File: src/rtl/barrel_shift_pipe_pkg.sv
// Shared types and helpers for the barrel shifter: op encoding and the carry-out rule.
// Consumed by shift_level and barrel_shift_pipe via import shifter_pkg::*.
package shifter_pkg;

    typedef enum logic [2:0] {
        OP_SLL  = 3'b000,
        OP_SRL  = 3'b001,
        OP_SRA  = 3'b010,
        OP_ROL  = 3'b011,
        OP_ROR  = 3'b100,
        OP_PASS = 3'b111
    } shift_op_e;

    localparam int MAX_NBITS = 64;

    // Carry is the last bit leaving the operand; rotates report the bit that wrapped,
    // which is the same source bit as the matching logical shift.
    function automatic logic shift_carry(input logic [MAX_NBITS-1:0] a,
                                         input int unsigned shamt,
                                         input shift_op_e op,
                                         input int unsigned nbits);
        logic       c;
        logic [5:0] idx;
        c   = 1'b0;
        idx = '0;
        if (shamt != 0) begin
            case (op)
                OP_SLL, OP_ROL: begin
                    idx = 6'(nbits - shamt);
                    c   = a[idx];
                end
                OP_SRL, OP_SRA, OP_ROR: begin
                    idx = 6'(shamt - 1);
                    c   = a[idx];
                end
                default: c = 1'b0;
            endcase
        end
        return c;
    endfunction

endpackage

File: src/rtl/barrel_shift_pipe_if.sv
// Operand/result bus of the barrel shifter. The slave modport is the shifter side,
// the master modport is the issuing/consuming side.
interface barrel_shift_pipe_if #(parameter int NBITS = 8);
    localparam int SW = $clog2(NBITS);

    // Both channels are valid/ready: a beat transfers on a clock edge where valid && ready;
    // valid never waits on ready, and payload holds steady while valid && !ready.
    logic             in_valid;
    logic             in_ready;
    logic [NBITS-1:0] a;
    logic [SW-1:0]    shamt;
    logic [2:0]       op;
    logic             out_valid;
    logic             out_ready;
    logic [NBITS-1:0] out;
    logic             carry;
    logic             zero;

    modport master (
        output in_valid, a, shamt, op, out_ready,
        input  in_ready, out_valid, out, carry, zero
    );

    modport slave (
        input  in_valid, a, shamt, op, out_ready,
        output in_ready, out_valid, out, carry, zero
    );

endinterface

File: src/rtl/barrel_shift_pipe_shift_level.sv
// One mux level of the barrel shifter: shifts by 2^LEVEL_IDX when its shamt bit is set.
// SHIFTER_PIPE_EN: every level registers; otherwise only the last level does.
module shift_level
    import shifter_pkg::*;
#(
    parameter int NBITS     = 8,
    parameter int LEVEL_IDX = 0,
    localparam int SW       = $clog2(NBITS)
) (
    input  logic             clk,
    input  logic             rst_n,
    input  logic             up_valid,
    output logic             up_ready,
    input  logic [NBITS-1:0] up_data,
    input  logic [SW-1:0]    up_shamt,
    input  shift_op_e        up_op,
    input  logic             up_carry,
    output logic             dn_valid,
    input  logic             dn_ready,
    output logic [NBITS-1:0] dn_data,
    output logic [SW-1:0]    dn_shamt,
    output shift_op_e        dn_op,
    output logic             dn_carry
);

    localparam int DIST   = 1 << LEVEL_IDX;
    localparam int LEVELS = $clog2(NBITS);

`ifdef SHIFTER_PIPE_EN
    localparam bit HAS_REG = 1'b1;
`else
    localparam bit HAS_REG = (LEVEL_IDX == LEVELS - 1);
`endif

    logic [NBITS-1:0] shifted;

    always_comb begin
        shifted = up_data;
        if (up_shamt[LEVEL_IDX]) begin
            case (up_op)
                OP_SLL:  shifted = up_data << DIST;
                OP_SRL:  shifted = up_data >> DIST;
                OP_SRA:  shifted = NBITS'($signed(up_data) >>> DIST);
                OP_ROL:  shifted = (up_data << DIST) | (up_data >> (NBITS - DIST));
                OP_ROR:  shifted = (up_data >> DIST) | (up_data << (NBITS - DIST));
                default: shifted = up_data;
            endcase
        end
    end

    generate
        if (HAS_REG) begin : g_reg
            logic             v_q;
            logic [NBITS-1:0] d_q;
            logic [SW-1:0]    s_q;
            shift_op_e        o_q;
            logic             c_q;

            // An empty slot or a draining successor lets the stage take a new beat.
            assign up_ready = !v_q || dn_ready;

            always_ff @(posedge clk or negedge rst_n) begin
                if (!rst_n) begin
                    v_q <= 1'b0;
                    d_q <= '0;
                    s_q <= '0;
                    o_q <= OP_SLL;
                    c_q <= 1'b0;
                end else if (up_ready) begin
                    v_q <= up_valid;
                    if (up_valid) begin
                        d_q <= shifted;
                        s_q <= up_shamt;
                        o_q <= up_op;
                        c_q <= up_carry;
                    end
                end
            end

            assign dn_valid = v_q;
            assign dn_data  = d_q;
            assign dn_shamt = s_q;
            assign dn_op    = o_q;
            assign dn_carry = c_q;
        end else begin : g_comb
            logic unused_clk;
            assign unused_clk = clk ^ rst_n;
            assign up_ready   = dn_ready;
            assign dn_valid   = up_valid;
            assign dn_data    = shifted;
            assign dn_shamt   = up_shamt;
            assign dn_op      = up_op;
            assign dn_carry   = up_carry;
        end
    endgenerate

endmodule

File: src/rtl/barrel_shift_pipe.sv
// Handshaked barrel shifter (SLL/SRL/SRA/ROL/ROR/PASS) with carry and zero flags.
// Define SHIFTER_PIPE_EN to register every mux level; default is one output register.
module barrel_shift_pipe
    import shifter_pkg::*;
#(
    parameter int NBITS = 8
) (
    input  logic                clk,
    input  logic                rst_n,
    barrel_shift_pipe_if.slave  bus
);

    localparam int SW     = $clog2(NBITS);
    localparam int LEVELS = $clog2(NBITS);

    logic             vld [LEVELS+1];
    logic             rdy [LEVELS+1];
    logic [NBITS-1:0] dat [LEVELS+1];
    logic [SW-1:0]    sha [LEVELS+1];
    shift_op_e        opc [LEVELS+1];
    logic             cry [LEVELS+1];

    // Carry depends on the untouched operand, so it is resolved once at entry and travels along.
    assign vld[0]       = bus.in_valid;
    assign dat[0]       = bus.a;
    assign sha[0]       = bus.shamt;
    assign opc[0]       = shift_op_e'(bus.op);
    assign cry[0]       = shift_carry(64'(bus.a), 32'(bus.shamt), shift_op_e'(bus.op), NBITS);
    assign bus.in_ready = rdy[0];

    generate
        for (genvar i = 0; i < LEVELS; i++) begin : g_level
            shift_level #(
                .NBITS     (NBITS),
                .LEVEL_IDX (i)
            ) u_level (
                .clk      (clk),
                .rst_n    (rst_n),
                .up_valid (vld[i]),
                .up_ready (rdy[i]),
                .up_data  (dat[i]),
                .up_shamt (sha[i]),
                .up_op    (opc[i]),
                .up_carry (cry[i]),
                .dn_valid (vld[i+1]),
                .dn_ready (rdy[i+1]),
                .dn_data  (dat[i+1]),
                .dn_shamt (sha[i+1]),
                .dn_op    (opc[i+1]),
                .dn_carry (cry[i+1])
            );
        end
    endgenerate

    assign rdy[LEVELS]   = bus.out_ready;
    assign bus.out_valid = vld[LEVELS];
    assign bus.out       = dat[LEVELS];
    assign bus.carry     = cry[LEVELS];
    // Gated by valid so the flag reads 0 out of reset and while idle.
    assign bus.zero      = vld[LEVELS] && (dat[LEVELS] == '0);

    logic unused_tail;
    assign unused_tail = ^{sha[LEVELS], opc[LEVELS]};

endmodule

File: src/flat_wrapper.sv
// flat-port wrapper written by rule: the top's interface ports become plain ports
module barrel_shift_pipe_flat import shifter_pkg::*;
#(
    parameter int NBITS = 8
)
  (clk, rst_n, bus_in_valid, bus_a, bus_shamt, bus_op, bus_out_ready, bus_in_ready, bus_out_valid, bus_out, bus_carry, bus_zero);
  barrel_shift_pipe_if #(.NBITS(NBITS)) bus_i ();
  input  logic clk;
  input  logic rst_n;
  input wire logic [$bits(bus_i.in_valid)-1:0] bus_in_valid;
  input wire logic [$bits(bus_i.a)-1:0] bus_a;
  input wire logic [$bits(bus_i.shamt)-1:0] bus_shamt;
  input wire logic [$bits(bus_i.op)-1:0] bus_op;
  input wire logic [$bits(bus_i.out_ready)-1:0] bus_out_ready;
  output wire logic [$bits(bus_i.in_ready)-1:0] bus_in_ready;
  output wire logic [$bits(bus_i.out_valid)-1:0] bus_out_valid;
  output wire logic [$bits(bus_i.out)-1:0] bus_out;
  output wire logic [$bits(bus_i.carry)-1:0] bus_carry;
  output wire logic [$bits(bus_i.zero)-1:0] bus_zero;
  assign bus_i.in_valid = bus_in_valid;
  assign bus_i.a = bus_a;
  assign bus_i.shamt = bus_shamt;
  assign bus_i.op = bus_op;
  assign bus_i.out_ready = bus_out_ready;
  assign bus_in_ready = bus_i.in_ready;
  assign bus_out_valid = bus_i.out_valid;
  assign bus_out = bus_i.out;
  assign bus_carry = bus_i.carry;
  assign bus_zero = bus_i.zero;
  barrel_shift_pipe #(.NBITS(NBITS)) u_core (.clk(clk), .rst_n(rst_n), .bus(bus_i));
endmodule
File: config.mk
export PLATFORM = sky130hd
export DESIGN_NAME = barrel_shift_pipe_flat
export DESIGN_NICKNAME = d
export VERILOG_FILES = /design/src/rtl/barrel_shift_pipe_pkg.sv /design/src/rtl/barrel_shift_pipe_if.sv /design/src/rtl/barrel_shift_pipe_shift_level.sv /design/src/rtl/barrel_shift_pipe.sv /design/src/flat_wrapper.sv
export SDC_FILE = /design/constraint.sdc
export NUM_CORES = 1
export LEC_CHECK = 0
export CAP_MARGIN = 20
export CORE_MARGIN = 3
export CORE_UTILIZATION = 45
export CTS_CLUSTER_DIAMETER = 50
export DETAILED_ROUTE_END_ITERATION = 8
export GPL_TIMING_DRIVEN = 1
export HOLD_SLACK_MARGIN = 0.1
export MAX_ROUTING_LAYER = met4
export PLACE_DENSITY = 0.74
export SYNTH_ARGS = -nofsm -noshare
export SYNTH_HDL_FRONTEND = slang
export SYNTH_SLANG_ARGS = --single-unit
File: constraint.sdc
create_clock -name clk -period 1.5 [get_ports clk]
set_input_delay 0.15 -clock clk [delete_from_list [all_inputs] [get_ports clk]]
set_output_delay 0.15 -clock clk [all_outputs]
set_load 0.05 [all_outputs]
==> impl_results.md <==
- Reg2Reg Depth: 7
- Placed Cells: 309
- IO Pins: 30
- Post-DRT Antenna Nets: 0
- DP HPWL: 4280 um
- CP arrival: 1600 ps
- Non-Filler Instances: 331
- Main flop type after synthesis: dfrtp_1
- Yosys Warn Count: 0
- Post-synthesis cell type count: 60
- Leakage power: roughly 1.2 nW
- Fin crit share: 116%
- Cells after Synth: 186
- Routed WL: 8160 um
- Reg area: 255 sq um
- CTS max path bufs: 2
- CTS root buf: clkbuf_4
- # DRC: 0
- Headroom to the max-slew limit: 70.6%
- Hold buffers post-CTS: 0
- Fin. max-slew vios: 0
- Max Fclk: between 500 and 600 MHz
- Via density: approximately 7
- Growth of design area from synthesis to finish: 96.2%
- Clk slew on worst S/H paths: 60 ps
- Fill count: about 100
- Share of cells above drive strength 1: around three fifths
- Status: finished with violations
- Initial Utilization: 47.5%
- Number of nets in the layout: 310
- Startpoint types: register
- Commonest cells post-synth: 19 x nand2_1, 15 x nor2_1, 12 x a21oi_1
- Synth Register Bits: 10
- Initial DRC Count: 323
- CTS sink count: 10
- Vias in the first global route: 2200
- Avg Inst Size Synth: just under 8 sq um
- Post-synth EDFFs: 0
- Core ar.: 0.00308 sq mm
- Die footprint: 0.00397 sq mm
- Antenna violations before repair: 0
- Cell with the most instances after synthesis: nand2_1
- MaxCap Viol Count: 0
- Clock H-tree levels: 1
- Worst hold path class: primary input to async pin
- Failing checks: negative setup slack
- Setup violations, final: 8
- Mapped cell area: 0.00146 sq mm
- RSZ-0062 raised after global routing: true
- Number of placement rows: 20
- Die height: 63.0 um
- N_diodes: 0
- Peak supply drop: 0.318 mV
- Num CTS Buffers: 3
- Slowest-stage cell, CP: or4_4
- CP max stage delay: around 540 ps
- Multi-input gate area: around 0.0015 sq mm
- Pre-Repair DR Iteration Count: 5
- Total congestion overflow: 0
- Worst Slack Setup Final: -247 ps
- Final Power: 0.00189 W
- Crit Path Class: register to output pin
- GP Congestion: 1.06
- PwrDens: 657 mW/mm^2
- Worst Tran Pin Value: 439 ps
- Ranking of synthesized cells by area: dfrtp_1 17%, mux4_2 6.2%, nand2_1 4.9%
- Part of the Yosys area used for sequential elements: 17.1%
- WL per Instance: about 25 um
- Setup crit end kind: output pin
- All-Layer GR Usage: 33.9%
- First-pass GRT wire length: 10400 um
- Post-synth top area cell: dfrtp_1
- Period minus WS final: 1750 ps
- Final hold violation count: 0
- FF-to-FF End: u_core.g_level[2].u_level.dn_data[0]
- Die W: 63.0 um
- Worst Path Required: 1350 ps
- Yosys top cell area share: 17.1%
- CTS tree: yes
- Pin count of the biggest net entering global routing: 13
- Reg2reg setup slack: 50 ps
- Crit-path cells: or4_4 -> nor4_4 -> buf_12
- Clk_lat worst skew: 270 ps
- Vias: about 2300
- RR Startpoint: u_core.g_level[2].u_level.dn_valid
- Clock Skew: 4.09 ps
- Synth async-reset ratio: between 90% and 100%
- Port Buffers: 29
- Worst Path Max Fanout: 2
- Syn_nets: 207
==> how the worst max path moves through the flow <==
stage / cells after the start / start / to
floorplan: 2 / u_core.g_level[2].u_level.dn_data[3] / bus_zero
global placement: 9 / bus_op[0] / u_core.g_level[2].u_level.dn_data[4]
detailed placement: 9 / bus_op[0] / u_core.g_level[2].u_level.dn_data[4]
CTS: 3 / u_core.g_level[2].u_level.dn_data[3] / bus_zero
global route: 10 / bus_op[1] / u_core.g_level[2].u_level.dn_data[2]
finish: 3 / u_core.g_level[2].u_level.dn_data[3] / bus_zero
==> kinds of logic after synthesis <==
| family | synth area share (%) |
|---|---|
| flip-flops | 17.1 |
| AND/OR/NAND/NOR | 23.9 |
| XOR/XNOR | 3.42 |
| adder cells (fa/ha/maj) | 2.57 |
| buffers and inverters | 7.10 |
| AO/OA/AOI/OAI | 33.2 |
| multiplexers | 12.7 |
==> area by class of cell <==
cell class | count | area share, %
multi-input combinational | 154 | 52.7
clock buffer | 3 | 0.785
inverter | 8 | 1.13
timing repair buffer | 112 | 34.6
sequential | 10 | 8.89
tap | 44 | 1.92
==> registers in the layout (all words and copies together) (netlist names) <==
name and flops:
u_core.g_level.u_level.dn_valid 1, u_core.g_level.u_level.dn_data 8, u_core.g_level.u_level.dn_carry 1
==> per-layer routing <==
| layer | share of wire, % | global-route usage, % | vias up |
|---|---|---|---|
| met5 | 0 | - | - |
| met4 | 9.9 | 23.7 | 0 |
| met3 | 11 | 4.50 | 94 |
| met2 | 46 | 60.1 | 249 |
| met1 | 33 | 34.2 | 1058 |
| li1 | - | - | 921 |
==> through the flow <==
| stage | worst slack [ps] | area, sq um | utilization (%) | TNS (ps) | hold WS [ps] |
|---|---|---|---|---|---|
| after floorplan | -271 | 1660 | - | -1190 | -146 |
| final | -247 | 2870 | 93.3 | -1530 | 185 |
| after global placement | -861 | 2380 | 77.4 | -6770 | 476 |
| after CTS | -237 | 2670 | 86.7 | -691 | 205 |
| after detailed placement | -846 | 2380 | 77.4 | -7240 | 483 |
| after global routing | -292 | 2870 | 93.3 | -1950 | 195 |
==> what timing repair did <==
| action | in CTS | in global routing |
|---|---|---|
| gates resized for setup | 67 | 44 |
| setup buffers | 20 | 2 |
| gates cloned | 0 | 1 |
| pin swaps | 28 | 24 |
| setup endpoints to repair | 10 | 10 |
==> critical path, delay by kind of cell, from the launching register on <==
| family | cells | cell delay, ps |
|---|---|---|
| buffers and inverters | 1 | 180 |
| DFF | 1 | 400 |
| and+or+nand+nor | 2 | 740 |
==> power breakdown <==
group	internal (W)	switching, W	leakage [nW]
Combinational	0.000585	0.000732	1.11
Clock	0.0000929	0.0000946	0.0138
Sequential	0.000325	0.0000561	0.114
Total	0.00100	0.000883	1.24
==> cells in the final DEF, fill, tap and decap left out, types with 3 or more instances in the layout <==
cell	instances
o21ai_0	4
nand3b_1	4
dfrtp_2	4
mux2i_1	4
a21oi_2	3
inv_1	6
a221o_1	3
clkbuf_4	3
a211oi_2	3
buf_4	80
o211ai_1	3
buf_12	4
mux4_2	4
nand2_2	4
clkdlybuf4s50_1	3
a21oi_1	8
nand2_1	13
nand3_1	3
nand2b_4	3
o21ai_1	3
buf_8	5
nor2_4	3
nand2b_1	5
o21ai_2	5
nor2_1	11
dfrtp_1	6
dlygate4sd2_1	8
buf_6	9
(Power assumes the default switching activity.)
